--- src/rtl/sw_debounce_pkg.sv ---
// Shared types and constants for the four-channel switch debouncer.
package sw_debounce_pkg;

    typedef enum logic {
        STABLE   = 1'b0,
        COUNTING = 1'b1
    } db_state_t;

    localparam int NUM_CH = 4;

endpackage

--- src/rtl/debounce_channel.sv ---
// One switch channel: 2-flop synchronizer, counter-qualified debounce FSM, optional rise pulse.
// Optional feature macro: SW_EDGE_PULSE_EN (registered one-cycle pulse on each accepted 0->1).
module debounce_channel
    import sw_debounce_pkg::*;
#(
    parameter int CNT_W           = 16,
    parameter int DEBOUNCE_CYCLES = 50000
) (
    input  logic clk,
    input  logic rst,
    input  logic sw_in,
    output logic sw_db,
    output logic sw_rise,
    output logic sw_busy
);

    if ((DEBOUNCE_CYCLES < 2) ||
        (longint'(DEBOUNCE_CYCLES) > ((64'sd1 <<< CNT_W) - 64'sd1))) begin : g_param_check
        $error("debounce_channel: DEBOUNCE_CYCLES must lie in 2 .. 2**CNT_W-1");
    end

    localparam logic [CNT_W-1:0] TERMINAL = CNT_W'(DEBOUNCE_CYCLES - 1);

    logic             s1;
    logic             s2;
    db_state_t        state;
    db_state_t        state_nxt;
    logic [CNT_W-1:0] count;
    logic [CNT_W-1:0] count_nxt;
    logic             db_nxt;

    // Synchronizer: the FSM below only ever looks at s2.
    always_ff @(posedge clk) begin
        if (rst) begin
            s1 <= 1'b0;
            s2 <= 1'b0;
        end else begin
            s1 <= sw_in;
            s2 <= s1;
        end
    end

    always_ff @(posedge clk) begin
        if (rst) begin
            state <= STABLE;
            count <= '0;
            sw_db <= 1'b0;
        end else begin
            state <= state_nxt;
            count <= count_nxt;
            sw_db <= db_nxt;
        end
    end

    // Any sample matching the current level aborts the run, so a new level needs
    // DEBOUNCE_CYCLES consecutive disagreeing samples.
    always_comb begin
        state_nxt = state;
        count_nxt = count;
        db_nxt    = sw_db;
        unique case (state)
            STABLE: begin
                if (s2 != sw_db) begin
                    state_nxt = COUNTING;
                    count_nxt = CNT_W'(1);
                end else begin
                    count_nxt = '0;
                end
            end
            COUNTING: begin
                if (s2 == sw_db) begin
                    state_nxt = STABLE;
                    count_nxt = '0;
                end else if (count == TERMINAL) begin
                    db_nxt    = s2;
                    state_nxt = STABLE;
                    count_nxt = '0;
                end else begin
                    count_nxt = count + CNT_W'(1);
                end
            end
            default: begin
                state_nxt = STABLE;
                count_nxt = '0;
            end
        endcase
    end

    assign sw_busy = (state == COUNTING);

`ifdef SW_EDGE_PULSE_EN
    // Registered alongside sw_db so the pulse lines up with the first cycle it reads 1.
    always_ff @(posedge clk) begin
        if (rst) begin
            sw_rise <= 1'b0;
        end else begin
            sw_rise <= db_nxt & ~sw_db;
        end
    end
`else
    assign sw_rise = 1'b0;
`endif

endmodule

--- src/rtl/sw_debounce_4ch.sv ---
// Four independent debounced switch inputs feeding the AND stage (sw_db[0..3] -> A, B, C, D).
// Optional feature macro: SW_EDGE_PULSE_EN enables the sw_rise pulses; otherwise sw_rise is 0.
module sw_debounce_4ch
    import sw_debounce_pkg::*;
#(
    parameter int CNT_W           = 16,
    parameter int DEBOUNCE_CYCLES = 50000
) (
    input  logic              clk,
    input  logic              rst,
    input  logic [NUM_CH-1:0] sw_in,
    output logic [NUM_CH-1:0] sw_db,
    output logic [NUM_CH-1:0] sw_rise,
    output logic [NUM_CH-1:0] sw_busy
);

    for (genvar i = 0; i < NUM_CH; i++) begin : g_ch
        debounce_channel #(
            .CNT_W           (CNT_W),
            .DEBOUNCE_CYCLES (DEBOUNCE_CYCLES)
        ) u_ch (
            .clk     (clk),
            .rst     (rst),
            .sw_in   (sw_in[i]),
            .sw_db   (sw_db[i]),
            .sw_rise (sw_rise[i]),
            .sw_busy (sw_busy[i])
        );
    end

endmodule

--- config.mk ---
export PLATFORM = sky130hd
export DESIGN_NAME = sw_debounce_4ch
export DESIGN_NICKNAME = d
export VERILOG_FILES = /design/src/rtl/sw_debounce_pkg.sv /design/src/rtl/debounce_channel.sv /design/src/rtl/sw_debounce_4ch.sv
export SDC_FILE = /design/constraint.sdc
export NUM_CORES = 1
export LEC_CHECK = 0
export BUFFER_PORTS_ARGS = -buffer_cell sky130_fd_sc_hd__clkbuf_2
export CAP_MARGIN = 20
export CORE_MARGIN = 4
export CORE_UTILIZATION = 35
export DETAILED_ROUTE_END_ITERATION = 10
export GPL_TIMING_DRIVEN = 0
export MAX_ROUTING_LAYER = met4
export PLACE_DENSITY_LB_ADDON = 0.3
export SLEW_MARGIN = 20
export SYNTH_ARGS = -nofsm -noshare
export SYNTH_HDL_FRONTEND = slang
export SYNTH_HIERARCHICAL = 1
export SYNTH_SLANG_ARGS = --single-unit
export TNS_END_PERCENT = 10
--- constraint.sdc ---
create_clock -name clk -period 1.6 [get_ports clk]
set_input_delay 0.32 -clock clk [delete_from_list [all_inputs] [get_ports clk]]
set_output_delay 0.32 -clock clk [all_outputs]
set_load 0.02 [all_outputs]
After elaboration in Yosys (flattened, before gate mapping)

Cells that the tools add are included.

Bits in registers: 80
Bits in latches: 0
RAM bits: 0
Bits in read-only memories: 0
Input bits: 6
Memories kept: 0

Add/sub/neg operators: 4
Multipliers: 0
Div/mod/pow operators: 0
$lt $le $gt $ge: 0
Eq/ne operators: 12
Shifts and indexed selects: 0
Multiplexer cells: 32
Bitwise gates (word level): 8
Reduce and logical (&&, ||, !) cells: 4

Operators with widths:

| operator                | count |
|---|---|
| $mux W16                | 8 |
| $pmux W16 S2            | 4 |
| $add A16 B1 Y16 const B | 4 |
| $eq A16 B16 Y1 const B  | 4 |
| $mux W1                 | 16 |
| $reduce_and A3 Y1       | 4 |
| $not A1 Y1              | 8 |
| $pmux W1 S2             | 4 |
| $eq A1 B1 Y1            | 4 |
| $ne A1 B1 Y1            | 4 |

Depth between registers and ports, before layout

Gate-level depths: netlist of the first run.

Depth in word-level cells: 4
Gate-level depth with buffers: 6
Depth with buffers taken out: 5

By module

Netlist of the first run, hierarchy kept.

By module, submodules not included:

| module           | times used | cells each | area each (um^2) |
|---|---|---|---|
| debounce_channel | 4          | 96         | 902.1 |

Least setup slack after synthesis of the first run

OpenSTA, ideal clock, no wires.

Path type: flip-flop to flip-flop
Start point: register g_ch[0].u_ch.count[4]
End point: register g_ch[0].u_ch.count[10]
Library setup time: 0.117 ns
Arrival time: 1.280 ns
Slack: 0.203 ns
Stages on the path, launching flop included: 7
Period minus slack after synthesis: 1.397 ns
Cells stage by stage: dfxtp_1 -> clkbuf_8 -> nor4b_1 -> nand4_1 -> nand2_1 -> buf_2 -> nor2_1

Cells in the longest elaborated chain, start to end: 4
Elaborated cells between the ends (all ways): 5
Those cells by class: 1 x add/sub; 1 x eq/ne; 3 x mux

RTL lines:

| what                                                     | RTL line                                       | text |
|---|---|---|
| start: declaration                                       | debounce_channel.sv:28                         | `logic [CNT_W-1:0] count;` |
| start signal: assignment                                 | debounce_channel.sv:50                         | `count <= count_nxt;` |
| $add A16 B1 Y16 / $eq A16 B16 Y1 (equally long branches) | debounce_channel.sv:79, debounce_channel.sv:74 |  |
| $mux W16 (*)                                             | debounce_channel.sv:74                         | `end else if (count == TERMINAL) begin` |
| $mux W16 (*)                                             | debounce_channel.sv:71                         | `if (s2 == sw_db) begin` |
| $pmux W16 S2 (*)                                         | debounce_channel.sv:61                         | `unique case (state)` |

Mark *: on every way between the ends. The rest lies on a longest branch, timed or not.
A chain may end at the register's enable or synchronous reset.

Final worst setup path of the first run

Start point: register g_ch[2].u_ch.count[5]
End point: register g_ch[2].u_ch.count[15]

Cells in the longest elaborated chain, start to end: 4
Elaborated cells between the ends (all ways): 5
Those cells by class: 1 x add/sub; 1 x eq/ne; 3 x mux

RTL lines:

| what                                                     | RTL line |
|---|---|
| start: declaration                                       | debounce_channel.sv:28 |
| start signal: assignment                                 | debounce_channel.sv:50 |
| $add A16 B1 Y16 / $eq A16 B16 Y1 (equally long branches) | debounce_channel.sv:79, debounce_channel.sv:74 |
| $mux W16 (*)                                             | debounce_channel.sv:74 |
| $mux W16 (*)                                             | debounce_channel.sv:71 |
| $pmux W16 S2 (*)                                         | debounce_channel.sv:61 |

Marked as above.

==> run summary, run 1 <==
Starting Density - 0.364
Final Max Tran Viols - 0
pin count of the biggest net entering global routing - 25
most frequent cell after synthesis - dfxtp_1
Yosys top cell by area - dfxtp_1
Nets - 418
cells on worst reg2reg path - 4
fin area - 0.00420 mm²
Std-Cell Rows - 36
number of routed nets with antenna violations - 0
Avg WL per Cell - 11.9 µm
FF-to-FF Start - g_ch[2].u_ch/count[5]$_SDFF_PP0_
critical path depth - 4
share of layout cells above drive strength 1 - 0.224
post-synth cell types - 30
CP Launch Type - register
worst-path fanout max - 7
crit path kind - reg2reg
synth-to-layout area growth - 16.5%
Top-Level Pins - 18
pre-CTS setup slack - -0.0623 ns
final hold viol count - 0
Layout Cells excl Fill - 544
post-layout util - 0.424
Tot GR Track Use - 0.119
Clock Skew - 0.0109 ns
Mapped Area - 0.00361 mm²
Vias - 2677
min-delay worst type - in2reg
Die Wd - 110 µm
Post-DP HPWL - 4.54 mm
cell family with most CP delay - simple AND/OR/NAND/NOR gates
post-route setup slack - 0.0753 ns
register area share after synthesis - 0.444
critical path buffer and inverter count - 0
Total Power - 3.66 mW
critical path's largest stage delay - 0.49 ns
Syn Inst Count - 384
# H-tree levels - 3
Tmin final - 1.52 ns
FMAX - 656 MHz
CTS buffer count - 9
vias in the first global route - 2477
cts hold-fix bufs - 0
Area contributors post-synth - dfxtp_1 44%, xnor2_1 7.8%, nor2_1 5.8%
DRC violations left - 0
area share of the largest cell type after synthesis - 0.444
I/O Buffers - 13
# diodes - 0
status - complete, no violations
RSZ-0062 raised after global routing - yes
crit path from - g_ch[2].u_ch/count[5]$_SDFF_PP0_
synth warn - 6
antenna violations before repair - 0
clk slew on worst S/H paths - 0.08 ns
cell total after placement - 530
core area - 0.00991 mm²
syn_area_per_cell - 9.40 µm²
Power Dens Cells - 870 mW/mm²
setup TNS - 0 ns
Synth top cells by count - 80 x dfxtp_1, 56 x nor2_1, 32 x xnor2_1, 28 x nand4_1, 24 x xor2_1
clk buf depth - 2
WL final - 6.46 mm
VDD IR max - 0.557 mV
CP Cell Sequence - and3_2 -> nand3_2 -> or4_4 -> a21oi_2
Hold Worst Slack - 0.199 ns
final count of negative-setup-slack endpoints - 0
EDFF count, synth - 0
Max stage delay cell, worst path - dfxtp_1
CTS tree - yes
worst skew pair latency - 0.33 ns
Initial DRC Count - 86
first-pass GRT wire length - 11.3 mm
Worst EP required - 1.87 ns
ys async rst share - 0
via-per-instance ratio - 4.92
CTS Root Cell - clkbuf_8
GPL Wtd Cong - 0.797
DIE HEIGHT - 110 µm
Synth Flop Type - dfxtp_1
global route overflow - 0
DR pass1 iterations - 4
Syn Nets - 394
CP Capture Type - register
CP arrival - 1.80 ns
static leakage power - 1.23 nW
flops & latches, synth - 80
Critical Path Sink - g_ch[2].u_ch/count[15]$_SDFF_PP0_
r2r endpoint - g_ch[2].u_ch/count[15]$_SDFF_PP0_
period utilisation layout - 0.953
DIE AREA - 0.0120 mm²
Post-DP Area - 0.00384 mm²
reg-to-reg slack, setup - 0.08 ns
CTS Sinks - 80
max-cap viol count - 0
==> how the worst min path moves through the flow <==
stage                                    start                         end  slack [ns]  depth (start not counted)
finish                                sw_in[1]  g_ch[1].u_ch/s1$_SDFF_PP0_        0.20                          2
global route                          sw_in[0]  g_ch[0].u_ch/s1$_SDFF_PP0_        0.19                          2
CTS                                   sw_in[0]  g_ch[0].u_ch/s1$_SDFF_PP0_        0.18                          2
detailed placement  g_ch[1].u_ch/s1$_SDFF_PP0_  g_ch[1].u_ch/s2$_SDFF_PP0_        0.42                          1
global placement    g_ch[0].u_ch/s1$_SDFF_PP0_  g_ch[0].u_ch/s2$_SDFF_PP0_        0.42                          1
floorplan                                  rst  g_ch[0].u_ch/s1$_SDFF_PP0_        0.39                          1
==> layout make-up <==
type | count | area (µm²)
flip-flops and latches | 80 | 1610
plain buffers | 12 | 115
repair buffers | 13 | 65.1
clock buffers | 11 | 141
clock inverters | 3 | 67.6
well taps | 133 | 166
fillers | 984 | 5710
multi-input cells | 284 | 2010
inverters | 8 | 30.0
==> report_power, final <==
part	switching, mW	total [mW]	leakage [nW]	internal [mW]
logic	0.0336	0.0574	0.484	0.0238
clock network	0.680	1.59	0.101	0.906
registers	0.0107	2.02	0.649	2.00
==> sequential cells by signal, summed over array words and instances (netlist names) <==
signal,count
g_ch.u_ch/s2,4
g_ch.u_ch/sw_db,4
g_ch.u_ch/count,64
g_ch.u_ch/s1,4
g_ch.u_ch/sw_busy,4
==> placed cells by master (no fill, tap or decap), types with 6 or more instances in the layout <==
cell type,synthesis,layout
dfxtp_1,80,74
nor2_1,56,56
xnor2_1,32,32
nand4_1,28,28
xor2_1,24,24
nand3_1,20,20
nor3_1,16,15
clkbuf_8,4,14
nand2_1,16,13
clkbuf_2,0,13
nor4_1,12,9
inv_1,8,8
and3_2,8,8
buf_4,4,8
nor2b_1,8,8
dfxtp_2,0,6
==> routing by layer <==
metal	GRT usage	wire length [µm]	vias up
li1	-	-	1407
met1	0.161	3410	1239
met2	0.174	2800	27
met3	0.0305	188	4
met4	0.0401	64	0
met5	-	0	-
==> what timing repair did <==
item / CTS / global route
gates resized for setup: 6 / 28
setup endpoints to repair: 38 / 52
hold endpoints to repair: 0 / 0
pin swaps: 0 / 3
buffers inserted: 0 / 0
==> cell families (layout without fill, tap and decap cells) <==
logic type               after synthesis  count (layout)  synth area share
AO/OA/AOI/OAI                         12              12            0.0264
other                                  4               4           0.00416
flip-flops                            80              80             0.444
adder cells (fa/ha/maj)                4               4            0.0139
XOR/XNOR                              56              56             0.136
buffers and inverters                 20              47            0.0374
AND/OR/NAND/NOR                      204             204             0.327
multiplexers                           4               4            0.0111
No activity file was read; power rests on OpenSTA's default activity.
==> run 2: changes to the inputs <==
- CORE_UTILIZATION: 35 -> 41
==> run summary, run 2 (synthesized netlist as in run 1, its figures left out) <==
status - complete, no violations (unchanged)
I/O Buffers - 13 (unchanged)
Final Max Tran Viols - 0 (unchanged)
CTS buffer count - 9 (unchanged)
DRC violations left - 0 (unchanged)
share of layout cells above drive strength 1 - 0.230 (was 0.224)
crit path kind - reg2reg (unchanged)
min-delay worst type - in2reg (unchanged)
Top-Level Pins - 18 (unchanged)
Vias - 2644 (was 2677)
via-per-instance ratio - 5.10 (was 4.92)
Most flops, register - g_ch.u_ch/count (unchanged)
final hold viol count - 0 (unchanged)
max reg flops - 64 (unchanged)
DIE HEIGHT - 102 µm (was 110 µm)
CTS tree - yes (unchanged)
max-cap viol count - 0 (unchanged)
fin area - 0.00417 mm² (was 0.00420 mm²)
setup TNS - 0 ns (unchanged)
first-pass GRT wire length - 11.3 mm (about the same)
FMAX - 648 MHz (was 656 MHz)
Initial DRC Count - 60 (was 86)
Layout Cells excl Fill - 518 (was 544)
CP Launch Type - register (unchanged)
most frequent cells in the layout - 75 x dfxtp_1, 56 x nor2_1, 32 x xnor2_1 (was 74 x dfxtp_1, 56 x nor2_1, 32 x xnor2_1)
Post-DP HPWL - 4.54 mm (about the same)
Worst EP required - 1.89 ns (was 1.87 ns)
clk slew on worst S/H paths - 0.08 ns (about the same)
CTS Sinks - 80 (unchanged)
final count of negative-setup-slack endpoints - 0 (unchanged)
hold wc startpoint - sw_in[1] (unchanged)
Nets - 418 (unchanged)
cell total after placement - 502 (was 530)
antenna violations before repair - 0 (unchanged)
Die Wd - 102 µm (was 110 µm)
post-layout util - 0.498 (was 0.424)
CTS Root Cell - clkbuf_8 (unchanged)
cts hold-fix bufs - 0 (unchanged)
VDD IR max - 0.692 mV (was 0.557 mV)
DR pass1 iterations - 4 (unchanged)
# fillers - 786 (was 984)
WL final - 6.45 mm (was 6.46 mm)
worst-path fanout max - 7 (unchanged)
Int Power - 2.95 mW (was 2.93 mW)
GPL Wtd Cong - 0.827 (was 0.797)
# diodes - 0 (unchanged)
critical path's largest stage delay - 0.48 ns (was 0.49 ns)
Clock Skew - 0.00663 ns (was 0.0109 ns)
vias in the first global route - 2555 (was 2477)
CP Capture Type - register (unchanged)
P_sw - 0.784 mW (was 0.724 mW)
global route overflow - 0 (unchanged)
Max stage delay cell, worst path - or4_4 (was dfxtp_1)
Flop pwr share - 0.539 (was 0.551)
worst skew pair latency - 0.35 ns (was 0.33 ns)
most common cell after layout, fill and taps aside - dfxtp_1 (unchanged)
Power Dens Cells - 897 mW/mm² (was 870 mW/mm²)
Post-CTS Setup Bufs - 0 (unchanged)
FF-to-FF Start - g_ch[3].u_ch/count[2]$_SDFF_PP0_ (was g_ch[2].u_ch/count[5]$_SDFF_PP0_)
Clock Power Share - 0.446 (was 0.433)
DIE AREA - 0.0104 mm² (was 0.0120 mm²)
synth-to-layout area growth - 15.6% (was 16.5%)
number of routed nets with antenna violations - 0 (unchanged)
CP Cell Sequence - and4_4 -> nand3_2 -> or4_4 -> a21oi_2 (was and3_2 -> nand3_2 -> or4_4 -> a21oi_2)
Std-Cell Rows - 33 (was 36)
CP arrival - 1.83 ns (was 1.80 ns)
static leakage power - 1.25 nW (was 1.23 nW)
Post-DP Area - 0.00380 mm² (was 0.00384 mm²)
core area - 0.00838 mm² (was 0.00991 mm²)
crit path from - g_ch[3].u_ch/count[2]$_SDFF_PP0_ (was g_ch[2].u_ch/count[5]$_SDFF_PP0_)
Tmin final - 1.54 ns (was 1.52 ns)
pin count of the biggest net entering global routing - 25 (unchanged)
Combinational Power Share - 0.015 (was 0.016)
Avg WL per Cell - 12.4 µm (was 11.9 µm)
sw frac - 0.210 (was 0.198)
clk buf depth - 2 (unchanged)
Tot GR Track Use - 0.138 (was 0.119)
Starting Density - 0.431 (was 0.364)
period utilisation layout - 0.964 (was 0.953)
# H-tree levels - 3 (unchanged)
run 2: timing repair:
action / CTS / global route
pin swaps: 0 / 3
setup endpoints to repair: 33 / 53
resized for setup: 7 / 26
cloned: 0 / 0
run 2: critical path, delay by kind of cell, from the launching register on:
kind / cells / cell delay [ns]
and+or+nand+nor: 3 / 0.86
DFF: 1 / 0.47
AOI/OAI and AO/OA: 1 / 0.14
run 2: power by group through the flow:
| stage | sequential [mW] | combinational [mW] | clock (mW) |
|---|---|---|---|
| 2_1_floorplan | 2.06 | 0.0336 | 0 |
| 3_3_place_gp | 2.06 | 0.0560 | 0 |
| 3_5_place_dp | 2.06 | 0.0570 | 0 |
| 4_1_cts | 2.01 | 0.0574 | 1.73 |
| 5_1_grt | 2.02 | 0.0649 | 1.79 |
| 6_report | 2.01 | 0.0576 | 1.67 |
run 2: final cells by class:
type	instances	area, µm²	area share
clock buffers	10	138	0.0330
inverters	8	30.0	0.00720
repair buffers	13	65.1	0.0156
clock inverters	6	90.1	0.0216
multi-input cells	284	1990	0.478
flip-flops and latches	80	1610	0.386
well taps	105	131	0.0315
plain buffers	12	115	0.0276
run 2: routing by layer:
layer,up-vias,global-route usage,part of all wire,routed length (µm)
met5,-,-,0,0
met4,0,0.0494,0.015,94
met3,8,0.0423,0.028,178
met2,25,0.216,0.46,2990
met1,1207,0.169,0.49,3180
li1,1404,-,-,-
run 2: metrics by stage:
stage | hold WS, ns | worst slack [ns] | power [mW]
2_1_floorplan | 0.392 | 0.203 | 2.10
3_3_place_gp | 0.427 | -0.00433 | 2.12
3_5_place_dp | 0.431 | -0.0644 | 2.12
4_1_cts | 0.149 | 0.00200 | 3.80
5_1_grt | 0.163 | -0.00358 | 3.88
6_report | 0.166 | 0.0574 | 3.74
run 2: path summary, 6_finish.rpt:
check                                       to  slack (ns)  cells after the start
max reg2reg  g_ch[3].u_ch/count[15]$_SDFF_PP0_        0.06                      4
min reg2reg         g_ch[3].u_ch/s2$_SDFF_PP0_        0.45                      1
min                 g_ch[1].u_ch/s1$_SDFF_PP0_        0.17                      2
max          g_ch[3].u_ch/count[15]$_SDFF_PP0_        0.06                      4
==> run 3: changes to the inputs <==
- CTS_BUF_LIST: unset -> sky130_fd_sc_hd__clkbuf_8
- clock period: 1.6 -> 1.8 ns (I/O delays scaled with it)
==> run summary, run 3 (synthesized netlist as in run 1, its figures left out) <==
critical path's largest stage delay - 0.42 ns (was 0.48 ns)
VDD IR max - 0.615 mV (was 0.692 mV)
Final Max Tran Viols - 0 (unchanged)
final count of negative-setup-slack endpoints - 0 (unchanged)
CP Capture Type - register (unchanged)
Hold Worst Slack - 0.207 ns (was 0.166 ns)
share of layout cells above drive strength 1 - 0.174 (was 0.230)
Starting Density - 0.431 (unchanged)
worst-path fanout max - 10 (was 7)
vias in the first global route - 2559 (was 2555)
Post-CTS Setup Bufs - 0 (unchanged)
Initial DRC Count - 67 (was 60)
GPL Wtd Cong - 0.827 (unchanged)
clk buf depth - 2 (unchanged)
Die Wd - 102 µm (unchanged)
fin area - 0.00405 mm² (was 0.00417 mm²)
synth-to-layout area growth - 12.3% (was 15.6%)
FMAX - 588 MHz (was 648 MHz)
first-pass GRT wire length - 11.2 mm (was 11.3 mm)
CP Launch Type - register (unchanged)
DIE AREA - 0.0104 mm² (unchanged)
Avg WL per Cell - 12.2 µm (was 12.4 µm)
post-CTS sizing - 0 (was 7)
Post-DP HPWL - 4.54 mm (unchanged)
CP Cell Sequence - clkbuf_8 -> nor4b_1 -> nand4_1 -> nand2_1 -> buf_2 -> nor2_1 (was and4_4 -> nand3_2 -> or4_4 -> a21oi_2)
Max stage delay cell, worst path - nor4b_1 (was or4_4)
max reg flops - 64 (unchanged)
WL final - 6.33 mm (was 6.45 mm)
CP arrival - 1.94 ns (was 1.83 ns)
number of routed nets with antenna violations - 0 (unchanged)
CTS buffer count - 9 (unchanged)
I/O Buffers - 13 (unchanged)
Nets - 418 (unchanged)
CTS tree - yes (unchanged)
core area - 0.00838 mm² (unchanged)
static leakage power - 1.24 nW (was 1.25 nW)
M3 GR Usage - 0.0423 (unchanged)
DIE HEIGHT - 102 µm (unchanged)
Worst EP required - 2.04 ns (was 1.89 ns)
Tot GR Track Use - 0.138 (about the same)
Clock Skew - 0.00699 ns (was 0.00663 ns)
most common cell after layout, fill and taps aside - dfxtp_1 (unchanged)
met1 Track Usage GR - 0.169 (about the same)
cts hold-fix bufs - 0 (unchanged)
DRC violations left - 0 (unchanged)
cell family with most CP delay - simple AND/OR/NAND/NOR gates (unchanged)
CTS Sinks - 80 (unchanged)
min-delay worst type - in2reg (unchanged)
Std-Cell Rows - 33 (unchanged)
hold wc startpoint - sw_in[1] (unchanged)
Power Dens Cells - 819 mW/mm² (was 897 mW/mm²)
# H-tree levels - 3 (unchanged)
setup TNS - 0 ns (unchanged)
FF-to-FF Start - g_ch[2].u_ch/count[4]$_SDFF_PP0_ (was g_ch[3].u_ch/count[2]$_SDFF_PP0_)
met2 global-route usage - 0.215 (was 0.216)
period utilisation layout - 0.945 (was 0.964)
Top-Level Pins - 18 (unchanged)
CTS Root Cell - clkbuf_8 (unchanged)
Multi-input gate area - 0.00189 mm² (was 0.00199 mm²)
# fillers - 804 (was 786)
reg-to-reg slack, setup - 0.1 ns (was 0.06 ns)
busiest layer in global routing - met2 (unchanged)
Hold Path Stages - 2 (unchanged)
most frequent cells in the layout - 80 x dfxtp_1, 56 x nor2_1, 32 x xnor2_1 (was 75 x dfxtp_1, 56 x nor2_1, 32 x xnor2_1)
crit path kind - reg2reg (unchanged)
worst skew pair latency - 0.35 ns (about the same)
final hold viol count - 0 (unchanged)
RSZ-0062 raised after global routing - no
clk slew on worst S/H paths - 0.08 ns (about the same)
register area - 0.00160 mm² (was 0.00161 mm²)
antenna violations before repair - 0 (unchanged)
Tmin final - 1.70 ns (was 1.54 ns)
via-per-instance ratio - 5.08 (was 5.10)
r2r endpoint - g_ch[2].u_ch/count[7]$_SDFF_PP0_ (was g_ch[3].u_ch/count[15]$_SDFF_PP0_)
global route overflow - 0 (unchanged)
Most flops, register - g_ch.u_ch/count (unchanged)
pin count of the biggest net entering global routing - 25 (unchanged)
DR pass1 iterations - 5 (was 4)
Hold Path Sink - g_ch[1].u_ch/s1$_SDFF_PP0_ (unchanged)
critical path buffer and inverter count - 2 (was 0)
cells on worst reg2reg path - 6 (was 4)
status - complete, no violations (unchanged)
max-cap viol count - 0 (unchanged)
# diodes - 0 (unchanged)
Post-DP Area - 0.00380 mm² (unchanged)
Vias - 2634 (was 2644)
## run 3: cell types whose count changed in the layout (fill, tap and decap cells not counted), moves of 4 or more
| cell | delta |
|---|---|
| buf_4 | -4 |
| dfxtp_1 | +5 |
| dfxtp_2 | -5 |
| nand2_1 | +4 |
| nand2_2 | -4 |
| nor4bb_1 | +4 |
## run 3: per-layer routing
layer | vias to the layer above | share of wire
met5 | - | 0
met3 | 10 | 0.026
met1 | 1193 | 0.51
met2 | 25 | 0.45
li1 | 1406 | -
met4 | 0 | 0.017
## run 3: worst max path at each step
stage,startpoint,to,cells after the start
after floorplan,g_ch[0].u_ch/count[4]$_SDFF_PP0_,g_ch[0].u_ch/count[10]$_SDFF_PP0_,6
after global placement,g_ch[0].u_ch/count[0]$_SDFF_PP0_,g_ch[0].u_ch/count[12]$_SDFF_PP0_,6
after detailed placement,g_ch[2].u_ch/count[4]$_SDFF_PP0_,g_ch[2].u_ch/count[7]$_SDFF_PP0_,6
after CTS,g_ch[2].u_ch/count[4]$_SDFF_PP0_,g_ch[2].u_ch/count[7]$_SDFF_PP0_,6
after global routing,g_ch[0].u_ch/count[0]$_SDFF_PP0_,g_ch[0].u_ch/count[5]$_SDFF_PP0_,6
final,g_ch[2].u_ch/count[4]$_SDFF_PP0_,g_ch[2].u_ch/count[7]$_SDFF_PP0_,6
## run 3: area by class of cell
class,count,area share
multi-input cells,284,0.466
flip-flops and latches,80,0.395
clock buffers,10,0.0340
well taps,105,0.0324
plain buffers,12,0.0265
clock inverters,6,0.0222
repair buffers,13,0.0160
inverters,8,0.00741
## run 3: metrics by stage
step | utilization | setup WS [ns] | std cells | power, mW
6_report | 0.484 | 0.0993 | 518 | 3.32
5_1_grt | 0.484 | 0.00271 | 518 | 3.44
4_1_cts | 0.481 | 0.119 | 518 | 3.38
3_5_place_dp | 0.454 | 0.136 | 502 | 1.88
3_3_place_gp | 0.454 | 0.196 | 502 | 1.88
2_1_floorplan | - | 0.403 | 384 | 1.86
## run 3: worst reg2reg max path, stage by stage (launching register included)
cell and delay [ns]:
dfxtp_1 0.31, clkbuf_8 0.15, nor4b_1 0.42, nand4_1 0.20, nand2_1 0.19, buf_2 0.25
nor2_1 0.08
## run 3: report_power, final
group / internal [mW] / total, mW / switching [mW]
clock: 0.823 / 1.48 / 0.656
combinational: 0.0208 / 0.0502 / 0.0294
sequential: 1.78 / 1.79 / 0.00924
